--- config.mk ---
export PLATFORM = sky130hd
export DESIGN_NAME = boot_copier
export DESIGN_NICKNAME = d
export VERILOG_FILES = /design/src/rtl/boot_copier_pkg.sv /design/src/rtl/wb_ack_timer.sv /design/src/rtl/boot_copier.sv
export SDC_FILE = /design/constraint.sdc
export NUM_CORES = 1
export LEC_CHECK = 0
export ABC_CLOCK_PERIOD_IN_PS = 2600
export CORE_ASPECT_RATIO = 1.25
export CORE_MARGIN = 5
export CORE_UTILIZATION = 50
export DETAILED_ROUTE_END_ITERATION = 12
export DONT_BUFFER_PORTS = 1
export SYNTH_ARGS = -nofsm -noshare
export SYNTH_HDL_FRONTEND = slang
export SYNTH_SLANG_ARGS = --single-unit
--- constraint.sdc ---
create_clock -name clk_i -period 2.6 [get_ports clk_i]
set_input_delay 0.52 -clock clk_i [delete_from_list [all_inputs] [get_ports clk_i]]
set_output_delay 0.52 -clock clk_i [all_outputs]
set_load 0.03 [all_outputs]
--- src/rtl/boot_copier_pkg.sv ---
// boot_copier_pkg: shared state encoding and Wishbone constants for the boot copier.
package boot_copier_pkg;
    typedef enum logic [2:0] {IDLE, READ, WRITE, DONE, ERROR} state_t;
    localparam logic [1:0] WB_SEL_WORD = 2'b11;
    localparam logic       WB_TGA_DATA = 1'b0;
endpackage

--- src/rtl/wb_ack_timer.sv ---
// wb_ack_timer: counts strobe cycles without ack; expired flags the last allowed one.
module wb_ack_timer
    import boot_copier_pkg::*;
#(
    parameter int TIMEOUT_CYCLES = 255
) (
    input  logic clk_i,
    input  logic rst_n_i,
    input  logic stb,
    input  logic ack,
    output logic expired
);
    localparam int CW = $clog2(TIMEOUT_CYCLES + 1);
    logic [CW-1:0] cnt;
    // stb is always low for at least one cycle between strobes, so clearing while low
    // restarts the count on every rise
    always_ff @(posedge clk_i or negedge rst_n_i)
        if (!rst_n_i) cnt <= '0;
        else          cnt <= stb ? cnt + CW'(!ack) : '0;
    assign expired = stb && !ack && cnt == CW'(TIMEOUT_CYCLES - 1);
endmodule

--- src/rtl/boot_copier.sv ---
// boot_copier: Wishbone master copying LEN_WORDS words from boot ROM to RAM, holding the CPU meanwhile.
// Optional ack timeout enabled by defining BOOTCOPY_TIMEOUT_EN.
module boot_copier
    import boot_copier_pkg::*;
#(
    parameter logic [31:0] SRC_BASE       = 32'h0000_1000,
    parameter logic [31:0] DST_BASE       = 32'h0000_0000,
    parameter int          LEN_WORDS      = 640,
    parameter bit          AUTO_START     = 1'b1,
    parameter int          TIMEOUT_CYCLES = 255
) (
    input  logic        clk_i,
    input  logic        rst_n_i,
    input  logic        start_i,
    output logic        busy_o,
    output logic        done_o,
    output logic        error_o,
    output logic        cpu_hold_o,
    output logic [31:0] wb_adr_o,
    output logic [31:0] wb_dat_o,
    input  logic [31:0] wb_dat_i,
    output logic        wb_we_o,
    output logic [1:0]  wb_sel_o,
    output logic        wb_tga_o,
    output logic        wb_stb_o,
    output logic        wb_cyc_o,
    input  logic        wb_ack_i
);
    localparam int CW = LEN_WORDS > 0 ? $clog2(LEN_WORDS + 1) : 1;
    state_t        state;
    logic [CW-1:0] n;
    logic          first, stb, timeout;
`ifdef BOOTCOPY_TIMEOUT_EN
    wb_ack_timer #(.TIMEOUT_CYCLES(TIMEOUT_CYCLES)) u_timer (
        .clk_i(clk_i), .rst_n_i(rst_n_i), .stb(stb), .ack(wb_ack_i), .expired(timeout)
    );
`else
    assign timeout = 1'b0 && TIMEOUT_CYCLES > 0;
`endif
    always_ff @(posedge clk_i or negedge rst_n_i)
        if (!rst_n_i) begin
            state      <= IDLE;
            n          <= '0;
            first      <= 1'b1;
            stb        <= 1'b0;
            wb_we_o    <= 1'b0;
            wb_adr_o   <= '0;
            wb_dat_o   <= '0;
            busy_o     <= 1'b0;
            done_o     <= 1'b0;
            error_o    <= 1'b0;
            cpu_hold_o <= 1'b1;
        end else begin
            first <= 1'b0;
            case (state)
                IDLE, DONE, ERROR:
                    if (start_i || (state == IDLE && AUTO_START && first)) begin
                        n          <= '0;
                        error_o    <= 1'b0;
                        done_o     <= LEN_WORDS == 0;
                        cpu_hold_o <= LEN_WORDS != 0;
                        busy_o     <= LEN_WORDS != 0;
                        state      <= LEN_WORDS == 0 ? DONE : READ;
                        stb        <= LEN_WORDS != 0;
                        wb_we_o    <= 1'b0;
                        wb_adr_o   <= SRC_BASE;
                    end
                READ, WRITE:
                    // stb low here is the mandatory idle cycle after an ack
                    if (!stb) begin
                        stb      <= 1'b1;
                        wb_we_o  <= state == WRITE;
                        wb_adr_o <= (state == WRITE ? DST_BASE : SRC_BASE) + (32'(n) << 2);
                    end else if (wb_ack_i) begin
                        stb     <= 1'b0;
                        wb_we_o <= 1'b0;
                        if (state == READ) begin
                            wb_dat_o <= wb_dat_i;
                            state    <= WRITE;
                        end else begin
                            n <= n + 1'b1;
                            if (n + 1'b1 == CW'(LEN_WORDS)) begin
                                state      <= DONE;
                                busy_o     <= 1'b0;
                                done_o     <= 1'b1;
                                cpu_hold_o <= 1'b0;
                            end else state <= READ;
                        end
                    end else if (timeout) begin
                        stb     <= 1'b0;
                        wb_we_o <= 1'b0;
                        state   <= ERROR;
                        busy_o  <= 1'b0;
                        error_o <= 1'b1;
                    end
                default: state <= IDLE;
            endcase
        end
    assign wb_stb_o = stb;
    assign wb_cyc_o = stb;
    assign wb_sel_o = stb ? WB_SEL_WORD : 2'b00;
    assign wb_tga_o = WB_TGA_DATA;
endmodule

==> summary.txt <==
Timing
  – Final setup margin: 0.548 ns
  – Minimum clock period: 2.05 ns
  – Clock Skew: 0.00342 ns
  – Fmax: 0.487 GHz
  – Final setup fails: 0
  – RSZ-0062 raised after global routing: no
  – Setup_tns: 0 ns
  – Final Hold Fails: 0
  – Fin crit share: 78.9%
  – Max-slew violation count: 0

Drt
  – Post-DRT Antenna Nets: 0
  – Vias per std cell: 5.53
  – DRC viols: 0
  – Final WL: 5420 um
  – Vias: 1670
  – Initial DRC count: 62
  – Drt first pass iters: 4
  – Drt wl/cell: 17.9 um

Synth
  – Most used DFF post-synth: dfrtp_1
  – Synthesized area: 0.00281 mm^2
  – Yosys warnings: 0
  – Mean area per synthesized cell: 12.1 um^2
  – FFs w/ async S/R, synth: 100%
  – Yosys cell types: 40
  – Post-synth EDFFs: 0
  – Cells after synthesis: 231
  – #FFs+latches synth: 61
  – Part of the Yosys area used for sequential elements: 54.5%

Layout
  – Nets@finish: 274
  – Layout cells sized above 1: 25.2%
  – ANT cells: 0
  – Area grow syn2layout: 5.98%
  – Util after Layout: 54.6%

Global route
  – First-pass GRT wire length: 8600 um
  – Tot GR Track Use: 15.2%
  – Largest net degree at the start of global routing: 60
  – Gr ovfl total: 0
  – Vias in the first global route: 1684
  – Initial antenna violation count: 0

Die
  – Initial core utilization: 51.5%
  – Die X-Extent: 77.0 um
  – Die area: 0.00722 mm^2
  – Die outline height: 93.7 um
  – Row cnt: 30
  – Core area: 0.00544 mm^2
  – Num ports: 110

Clock tree
  – Later-pin clock latency in the skew report: 0.32 ns
  – Post-CTS sizing: 0
  – Cts bufs inserted: 9
  – Root Driver: clkbuf_8
  – Clock Sinks: 61
  – H-tree level count: 3
  – Clock tree buffer depth: 2
  – CTS tree: done
  – Clock Pin Slew Worst Setup and Hold Paths: 0.06 ns
  – Setup Buffers After CTS: 0

Run status
  – Status: finished, final reports clean

Placed design
  – PortBufs: 0
  – Worst slack at placement: 0.528 ns
  – DP HPWL: 3910 um
  – Routability congestion estimate: 0.854

Critical path
  – Worst reg2reg path endpoint: n[8]
  – Worst setup EP type: register
  – R2R Setup Slk: 0.55 ns
  – R2R Path Start: state[0]
  – Critical Path RT: 2.81 ns
  – Crit-path max FO: 18
  – Kind of critical path: reg -> reg
  – Worst Path Arrival: 2.27 ns
  – CP Launch Type: register
  – R2R cell count: 7
  – Crit path launch: state[0]

Hold path
  – Worst Hold Class: in -> async

Power and ir drop
  – Max VDD drop: 689 uV
  – Pwr Density: 1340 mW/mm^2
  – Total power: 3.97 mW
  – Leakage: 1.35 nW

Flow run
  – Max cap viols: 0
[per-stage QoR]
| stage | hold slack [ns] | cell area [um^2] | instances |
|---|---|---|---|
| 3_3_place_gp | 0.226 | 2750 | 285 |
| 4_1_cts | 0.0147 | 2970 | 302 |
| 5_1_grt | 0.00982 | 2970 | 302 |
| 2_1_floorplan | 0.224 | 2890 | 254 |
| 6_report | 0.0378 | 2970 | 302 |
| 3_5_place_dp | 0.226 | 2750 | 285 |
[final cells by class]
type                            count  area, um^2
Clock inverter                      4        47.5
Inverter                            5        18.8
Tap cell                           64        80.1
Clock buffer                       12         145
Timing Repair Buffer                6        65.1
Fill cell                         466        2470
Multi-Input combinational cell    150        1090
Sequential cell                    61        1530
[cells in the mapped netlist, types with 2 or more instances]
library cell | number | area [um^2]
o21ai_0 | 11 | 55.1
a21oi_1 | 4 | 20.0
nand2_1 | 15 | 56.3
o22ai_1 | 2 | 12.5
dfrtp_1 | 59 | 1480
and2_1 | 2 | 12.5
nand3_1 | 7 | 35.0
a22o_1 | 11 | 96.3
nand4_1 | 3 | 18.8
nor3_1 | 2 | 10.0
buf_2 | 7 | 35.0
ha_1 | 5 | 62.6
dfstp_2 | 2 | 52.6
buf_1 | 2 | 7.51
nor2b_1 | 2 | 12.5
a211o_1 | 2 | 17.5
a21o_1 | 4 | 30.0
mux2_2 | 32 | 360
o31ai_1 | 5 | 37.5
buf_4 | 26 | 195
and3_4 | 2 | 22.5
nor2_1 | 3 | 11.3
clkbuf_1 | 2 | 7.51
inv_1 | 5 | 18.8
[where the power goes]
group / internal [mW] / switching, mW
sequential: 1.27 / 0.814
combinational: 0.477 / 0.611
clock: 0.466 / 0.337
[worst max-delay path: stages (launching register included)]
cell and delay [ns]:
dfrtp_1 0.39, inv_1 0.08, ha_1 0.32, buf_4 0.21, a21oi_1 0.26, and2b_1 0.21, nand2_1 0.19, o41ai_1 0.28
[cell usage in the layout (no fill, tap or decap), types with 7 or more instances in the layout]
cell      count
dfrtp_1      59
nand3_1       7
conb_1       24
nand2_1      15
clkbuf_8     10
o21ai_0      11
a22o_1       11
mux2_2       32
[routing by layer]
metal  share of wire, %  vias to the layer above  track usage [%]
li1                   -                      770                -
met2                 51                       73             24.3
met3                9.5                       11             5.18
met4                1.9                        0             8.60
met1                 38                      816             17.7
met5                  0                        -                0
[kinds of logic after synthesis]
family | Yosys count | synth area share, %
AOI/OAI and AO/OA | 45 | 11.5
adders and majority gates | 5 | 2.23
muxes | 32 | 12.8
xor gates and xnor gates | 2 | 0.625
buffers and inverters | 43 | 9.81
other | 1 | 0.134
DFF | 61 | 54.5
and+or+nand+nor | 42 | 8.34
[flip-flops by register name, summed over array words and instances, names as in the netlist]
| name | count |
|---|---|
| busy_o | 1 |
| cpu_hold_o | 1 |
| done_o | 1 |
| first | 1 |
| n | 10 |
| state | 2 |
| wb_adr_o | 11 |
| wb_cyc_o | 1 |
| wb_dat_o | 32 |
| wb_we_o | 1 |
[repair_timing]
item | 4_1_cts | 5_1_grt
endpoints found under the setup margin | 0 | 0
hold endpoints to repair | 59 | 0
hold buffers | 1 | 0
[how the worst max path moves through the flow]
stage | endpoint | slack [ns] | cells past startpoint
3_3_place_gp | n[8] | 0.63 | 7
4_1_cts | n[8] | 0.51 | 7
6_report | n[8] | 0.55 | 7
3_5_place_dp | n[8] | 0.53 | 7
2_1_floorplan | n[9] | 0.76 | 8
5_1_grt | n[8] | 0.34 | 7
(Power assumes the default switching activity.)
